$ cat src/rtl/branch_outcome_tracker.sv
// -----------------------------------------------------------------------------
// branch_outcome_tracker
//
// Client side of a 2-bit branch predictor port. Fetch lookups are turned into
// predictor requests; each returned prediction is queued in order. Each
// resolved outcome from execute is matched against the oldest queued
// prediction, drives the predictor update and flags a mispredict. Request and
// result toward the predictor are never asserted in the same cycle.
//
// Ports
//   clk, rst_n                  clock, synchronous active-low reset
//   fetch_valid / fetch_ready   lookup handshake from fetch
//   fetch_pred_valid/fetch_pred one-cycle prediction pulse back to fetch
//   resolve_valid/resolve_taken resolved outcome of the oldest branch
//   resolve_ready               resolve handshake
//   mispredict                  one-cycle pulse, outcome != queued prediction
//   flush                       discard every queued / in-flight lookup
//   pred_request                predictor: request a prediction
//   pred_result / pred_taken    predictor: apply update with direction
//   prediction                  predictor answer, valid cycle after request
//   fifo_count                  number of queued predictions
//   stat_resolved/stat_mispred  saturating statistics
// -----------------------------------------------------------------------------
module branch_outcome_tracker #(
   parameter int DEPTH = 4,
   parameter int CNT_W = 16
) (
   input  logic                       clk,
   input  logic                       rst_n,
   input  logic                       fetch_valid,
   output logic                       fetch_ready,
   output logic                       fetch_pred_valid,
   output logic                       fetch_pred,
   input  logic                       resolve_valid,
   input  logic                       resolve_taken,
   output logic                       resolve_ready,
   output logic                       mispredict,
   input  logic                       flush,
   output logic                       pred_request,
   output logic                       pred_result,
   output logic                       pred_taken,
   input  logic                       prediction,
   output logic [$clog2(DEPTH+1)-1:0] fifo_count,
   output logic [CNT_W-1:0]           stat_resolved,
   output logic [CNT_W-1:0]           stat_mispred
);

   localparam int PTR_W = $clog2(DEPTH);
   localparam int CNT_WID = $clog2(DEPTH+1);

   typedef enum logic [1:0] {
      S_IDLE,
      S_REQ,
      S_CAP,
      S_UPD
   } state_t;

   state_t             r_state;
   state_t             w_state_nxt;

   logic               r_fifo [DEPTH];
   logic [PTR_W-1:0]   r_wr_ptr;
   logic [PTR_W-1:0]   r_rd_ptr;
   logic [CNT_WID-1:0] r_count;

   // Flush seen while in REQ: the lookup is abandoned when CAP completes.
   logic               r_flushed;

   logic               r_fetch_pred_valid;
   logic               r_fetch_pred;
   logic               r_mispredict;
   logic               r_pred_request;
   logic               r_pred_result;
   logic               r_pred_taken;
   logic [CNT_W-1:0]   r_stat_resolved;
   logic [CNT_W-1:0]   r_stat_mispred;

   logic               w_idle;
   logic               w_nonempty;
   logic               w_full;
   logic               w_fetch_acc;
   logic               w_res_acc;
   logic               w_push;
   logic               w_head;
   logic               w_mis;

   assign w_idle     = (r_state == S_IDLE);
   assign w_nonempty = (r_count != '0);
   assign w_full     = (r_count == CNT_WID'(DEPTH));
   assign w_head     = r_fifo[r_rd_ptr];
   assign w_mis      = (w_head != resolve_taken);

   // Handshake readies are decoded from registered state and gated by the
   // current flush / reset so nothing is accepted on a discarding edge.
   // A pending resolve blocks fetch, which keeps the two accepts exclusive.
   assign resolve_ready = rst_n & w_idle & w_nonempty & ~flush;
   assign fetch_ready   = rst_n & w_idle & ~w_full & ~flush &
                          ~(resolve_valid & w_nonempty);

   assign w_res_acc   = resolve_valid & resolve_ready;
   assign w_fetch_acc = fetch_valid & fetch_ready;
   assign w_push      = (r_state == S_CAP) & ~flush & ~r_flushed & ~w_full;

   always_comb begin
      w_state_nxt = r_state;
      case (r_state)
         S_IDLE: begin
            if (w_res_acc)
               w_state_nxt = S_UPD;
            else if (w_fetch_acc)
               w_state_nxt = S_REQ;
         end
         S_REQ:   w_state_nxt = S_CAP;
         S_CAP:   w_state_nxt = S_IDLE;
         S_UPD:   w_state_nxt = S_IDLE;
         default: w_state_nxt = S_IDLE;
      endcase
   end

   always_ff @(posedge clk) begin
      if (!rst_n)
         r_state <= S_IDLE;
      else
         r_state <= w_state_nxt;
   end

   always_ff @(posedge clk) begin
      if (!rst_n) begin
         r_wr_ptr           <= '0;
         r_rd_ptr           <= '0;
         r_count            <= '0;
         r_flushed          <= 1'b0;
         r_fetch_pred_valid <= 1'b0;
         r_fetch_pred       <= 1'b0;
         r_mispredict       <= 1'b0;
         r_pred_request     <= 1'b0;
         r_pred_result      <= 1'b0;
         r_pred_taken       <= 1'b0;
         r_stat_resolved    <= '0;
         r_stat_mispred     <= '0;
      end else begin
         r_pred_request     <= w_fetch_acc;
         r_pred_result      <= w_res_acc;
         r_pred_taken       <= w_res_acc & resolve_taken;
         r_mispredict       <= w_res_acc & w_mis;
         r_fetch_pred_valid <= w_push;
         r_fetch_pred       <= w_push & prediction;
         r_flushed          <= (r_state == S_REQ) & flush;

         // Push (CAP) and pop (IDLE accept) occur in different states, so
         // at most one of them is active on any edge; flush overrides both.
         if (flush) begin
            r_wr_ptr <= '0;
            r_rd_ptr <= '0;
            r_count  <= '0;
         end else if (w_push) begin
            r_fifo[r_wr_ptr] <= prediction;
            r_wr_ptr         <= r_wr_ptr + PTR_W'(1);
            r_count          <= r_count + CNT_WID'(1);
         end else if (w_res_acc) begin
            r_rd_ptr <= r_rd_ptr + PTR_W'(1);
            r_count  <= r_count - CNT_WID'(1);
         end

         if (w_res_acc) begin
            if (r_stat_resolved != '1)
               r_stat_resolved <= r_stat_resolved + CNT_W'(1);
            if (w_mis && (r_stat_mispred != '1))
               r_stat_mispred <= r_stat_mispred + CNT_W'(1);
         end
      end
   end

   assign fetch_pred_valid = r_fetch_pred_valid;
   assign fetch_pred       = r_fetch_pred;
   assign mispredict       = r_mispredict;
   assign pred_request     = r_pred_request;
   assign pred_result      = r_pred_result;
   assign pred_taken       = r_pred_taken;
   assign fifo_count       = r_count;
   assign stat_resolved    = r_stat_resolved;
   assign stat_mispred     = r_stat_mispred;

   a_req_res_excl : assert property (@(posedge clk) disable iff (!rst_n)
                                     !(r_pred_request && r_pred_result));

endmodule

$ cat config.mk
export PLATFORM = sky130hd
export DESIGN_NAME = branch_outcome_tracker
export DESIGN_NICKNAME = d
export VERILOG_FILES = /design/src/rtl/branch_outcome_tracker.sv
export SDC_FILE = /design/constraint.sdc
export NUM_CORES = 1
export LEC_CHECK = 0
export CORE_ASPECT_RATIO = 1.5
export CORE_UTILIZATION = 28
export DETAILED_ROUTE_END_ITERATION = 8
export PLACE_DENSITY = 0.6
export SYNTH_ARGS = -nofsm -noshare
export SYNTH_HDL_FRONTEND = slang
export SYNTH_SLANG_ARGS = --single-unit
$ cat constraint.sdc
create_clock -name clk -period 2.8 [get_ports clk]
set_input_delay 0.28 -clock clk [delete_from_list [all_inputs] [get_ports clk]]
set_output_delay 0.28 -clock clk [all_outputs]
set_load 0.005 [all_outputs]
# Word-level counts from Yosys, hierarchy flattened
# Memory sizes are Yosys's and may differ from the RTL's. A register that Yosys moved wholly into a read port is not among the register bits.
# Cells that the tools add are included.
[totals]
register_bits = 48
mem_bits_rw = 4
in_bits = 7
out_inout_bits = 43
elab_cells = 70
n_memories = 1
[memory_table]
columns = ["memory", "depth", "word_bits", "rd", "rd_ports_with_merged_regs", "wr", "line", "rtl"]
rows = [
  ["r_fifo", 4, 1, 1, 1, 1, "61", "logic r_fifo [DEPTH];"],
]
[classes]
n_addsub = 6
eq_ne = 8
mux = 11
bitwise = 22
n_reduce_logical = 9
[ops]
columns = ["operator", "n"]
rows = [
  ["$add 16x1->16 const B", 2],
  ["$ne 16x16->1 const B", 2],
  ["$and 1x1->1", 16],
  ["$mux 2", 4],
  ["$mux 3", 2],
  ["$not 1->1", 6],
  ["$pmux 2 s3", 1],
  ["$reduce_and 2->1", 3],
  ["$add 2x1->2 const B", 2],
  ["$eq 2x2->1 const B", 2],
  ["$mux 1", 4],
  ["$reduce_or 2->1", 2],
  ["$add 3x1->3 const B", 1],
  ["$eq 3x3->1 const B", 1],
  ["$ne 3x1->1 const B", 1],
  ["$reduce_bool 3->1", 1],
  ["$sub 3x1->3 const B", 1],
  ["$eq 2x1->1 const B", 1],
  ["$logic_not 2->1", 1],
  ["$reduce_bool 2->1", 1],
  ["$logic_and 1x1->1", 1],
  ["$ne 1x1->1", 1],
]

# Longest topological paths before layout
[logic_depth]
word_depth = 9
ltp_mapped = 9
ltp_nobuf = 7

# Least setup slack after synthesis
# No wires, ideal clock.
[synth_path]
path_kind = "reg-to-reg"
startpoint = "reg r_count[0], in the netlist fifo_count[0]"
endpoint = "reg r_count[2], in the netlist fifo_count[2]"
setup_ns = 0.114
t_arrival_ns = 2.397
path_slack_ns = 0.289
stages_incl_launch_ff = 8
synth_period_minus_slack_ns = 2.511
path_cell_list = "dfxtp_1 nor2_1 a2111oi_1 inv_2 fa_1 mux2i_1 xor2_1 nor2_1"
[synth_via]
elab_chain_len = 5
elab_cells_between_ends = 12
cone_classes = "add/sub (2); eq/ne (1); mux (2); bitwise (5); reduce/logical (2)"
[synth_rtl]
columns = ["element", "line", "rtl"]
rows = [
  ["from (decl)", "64", "logic [CNT_WID-1:0] r_count;"],
  ["from (signal assigned)", "159", "r_count <= r_count + CNT_WID'(1);"],
  ["from (signal assigned)", "162", "r_count <= r_count - CNT_WID'(1);"],
  ["branches (longest 5 deep; another with $sub 3x1->3)", "--", ""],
]
# Parallel ways; which one is timed is not known. The select of a mux whose other input is x is not followed.
# A chain may end at the register's enable or synchronous reset.

# Worst setup path in the final report
[layout_path]
startpoint = "in flush"
endpoint = "reg r_stat_mispred[9], in the netlist stat_mispred[9]"
[layout_via]
elab_chain_len = 4
[layout_rtl]
columns = ["element", "line", "rtl"]
rows = [
  ["from (decl)", "38", "input logic flush,"],
  ["$not 1->1", "96", "assign resolve_ready = rst_n & w_idle & w_nonempty & ~flush;"],
  ["$and 1x1->1", "96", ""],
  ["$and 1x1->1", "100", "assign w_res_acc = resolve_valid & resolve_ready;"],
  ["$reduce_and 2->1 (no source line)", "--", ""],
  ["to (signal assigned)", "169", "r_stat_mispred <= r_stat_mispred + CNT_W'(1);"],
  ["to (decl)", "76", "logic [CNT_W-1:0] r_stat_mispred;"],
]
# No other way between the ends.

==> results.toml <==
[grt]
grt_pass1_wl_um = 9340
grt_pass1_vias = 1969
grt-ovfl-total = 0
grt_start_max_net_pins = 28
grt_usage_pct = 13.1
antenna_found_initial = 0

[route]
dr_wl_met2_um = 3070
routed_via_density = 5.01
antenna_left = 0
drt_pass1_iterations = 5
drc = 0
routed_wl_um = 5550
drtIter0Drc = 86
wl_met3_um = 203
vias = 2123
highest_layer = "met4"
drt-met1-wl_um = 2180
routedWlPerCell_um = 13.1

[clock_network]
cts_setup_buffers = 0
htree_num_levels = 2
ctsResizeCount = 0
cts_buffer_depth = 2
cts_tree = "yes"
clk_latency_ps = 290
cts.clk_slew.worst_paths_ps = 70
cts_buffers = 5
ctsHoldBuffers = 0
cts_root_buf = "clkbuf_16"
cts_sinks = 54

[timing]
slew_viol_final = 0
fmax_mhz = 429
min_period_ps = 2330
finalSetupViolCount = 0
rsz0062_at_grt = "no"
min_period_over_period_pct = 83.3
max_slew.worst_pin.slew_ps = 594
fin_tns_setup_ps = 0
finClkSkew_ps = 3.07
hold_viol = 0
slew_headroom_pct = 60.3

[yosys]
synth_top_family_by_area = "simple AND/OR/NAND/NOR gates"
yosysWarnings = 0
syn_inst = 264
async_flop_share_pct = 0
synthAdderAreaFrac_pct = 3.91
ys_types = 39
synth_most_common_cell = "dfxtp_1"
syn_nets = 278
muxShareOfSynthArea_pct = 3.80
synth_common_cells = "50 x dfxtp_1, 24 x nand2_1, 24 x nor2_1"
ys_seq_area_share_pct = 46.1
netlist_area_mm2 = 0.00243
synthTopCellsByArea = "dfxtp_1 41%, edfxtp_1 4.9%, xnor2_1 4.0%"
synth_flop_cell = "dfxtp_1"
syn_area_per_cell_um2 = 9.22
yosys.area.top_type = "dfxtp_1"
synth_top_area_share_pct = 41.1
synth-compound-area-share_pct = 12.0
synth_xor_area_share_pct = 5.04
synth_edf_count = 4
synth-simple-area-share_pct = 25.5
ys_ff_latch = 54

[place]
gp_congestion = 0.766
numPortBuffers = 49
dp_hpwl_um = 4130
placed_area_mm2 = 0.00304

[floorplanning]
die_area_mm2 = 0.00908
die_height_um = 116
io_pins = 50
num_rows = 41
core_mm2 = 0.00841
start_util_pct = 28.9
die_w_um = 78.1

[run]
maxCapViolations = 0

[setup_path]
start_kind = "input pin"
endpoint_kind = "flip-flop"
path_max_fanout = 15
required_ps = 3030
crit_type = "in2reg"
arrival_ps = 2560

[layout]
syn_to_final_growth_pct = 31.7
fin_area_mm2 = 0.00320
fin_nets = 330
n_antenna_cell = 0
layout-drive-gt1-share_pct = 5.99

[power]
peakVddDrop_uv = 296
p_leak_nw = 1.05
power_density_mw_per_mm2 = 474

[outcome]
status = "finished, final reports clean"

[worst_hold_path]
worstHoldPathType = "reg2reg"
## layout by cell type (no fill, tap or decap), types with 7 or more instances in the layout
cell type and count:
inv_1 7, xnor2_1 11, clkdlybuf4s50_1 49, nand4_1 7
o31ai_1 10, a21oi_1 18, or3_1 9, nand2_1 24
dfxtp_1 50, mux2i_1 7, nor4_1 7, and3_1 8
or4_1 7, nor2_1 24, o21ai_1 7, nand3_1 11
## per-stage QoR
| stage | hold WS, ps | std cells | total power [mW] | setup slack, ps | util (%) |
|---|---|---|---|---|---|
| after global placement | 484 | 416 | 0.844 | 210 | 36.1 |
| after CTS | 499 | 424 | 1.54 | 461 | 38.1 |
| after detailed placement | 490 | 416 | 0.845 | 160 | 36.1 |
| after global routing | 526 | 424 | 1.58 | 334 | 38.1 |
| final | 493 | 424 | 1.52 | 467 | 38.1 |
| after floorplan | 379 | 264 | 0.821 | 289 | - |
## cells by family after synthesis
kind of cell / after synthesis
xor gates and xnor gates: 14
adders and majority gates: 7
and+or+nand+nor: 117
buffers and inverters: 18
DFF: 54
AOI/OAI and AO/OA: 46
muxes: 8
## report_power, final
group          internal, mW  total [mW]  leakage (nW)  switching (mW)
combinational        0.0212      0.0442         0.530          0.0230
sequential            0.780       0.782         0.439         0.00268
clock                 0.419       0.691        0.0836           0.273
total                  1.22        1.52          1.05           0.298
## path summary, 6_finish.rpt
kind | cells after the start | startpoint | to | slack [ps]
max | 6 | flush | stat_mispred[9] | 470
min | 2 | r_wr_ptr[1] | r_wr_ptr[1] | 490
max reg2reg | 5 | fifo_count[0] | stat_mispred[9] | 510
min reg2reg | 2 | r_wr_ptr[1] | r_wr_ptr[1] | 490
## final cells by class
cell class | instances | area [um^2]
Inverter | 9 | 33.8
Tap cell | 107 | 134
Fill cell | 897 | 5210
Timing Repair Buffer | 54 | 528
Clock inverter | 3 | 40.0
Sequential cell | 54 | 1120
Multi-Input combinational cell | 192 | 1220
Clock buffer | 5 | 125
## state kept, by name, summed over array words and instances, names as in the netlist, 2 cells and up, named ones only
name	count
stat_resolved	16
r_wr_ptr	2
stat_mispred	16
r_rd_ptr	2
r_fifo	4
r_state	2
fifo_count	3
## critical path, stage by stage
cell	delay, ps
clkdlybuf4s50_1	450
nand2b_1	180
or4_4	510
a211o_1	470
or4_1	530
a21oi_1	150
## per-layer routing
metal / up-vias / GRT usage (%)
met5: - / 0
met4: 0 / 6.05
met3: 5 / 2.66
met2: 46 / 24.7
met1: 1000 / 13.8
li1: 1072 / -
(Power assumes the default switching activity.)
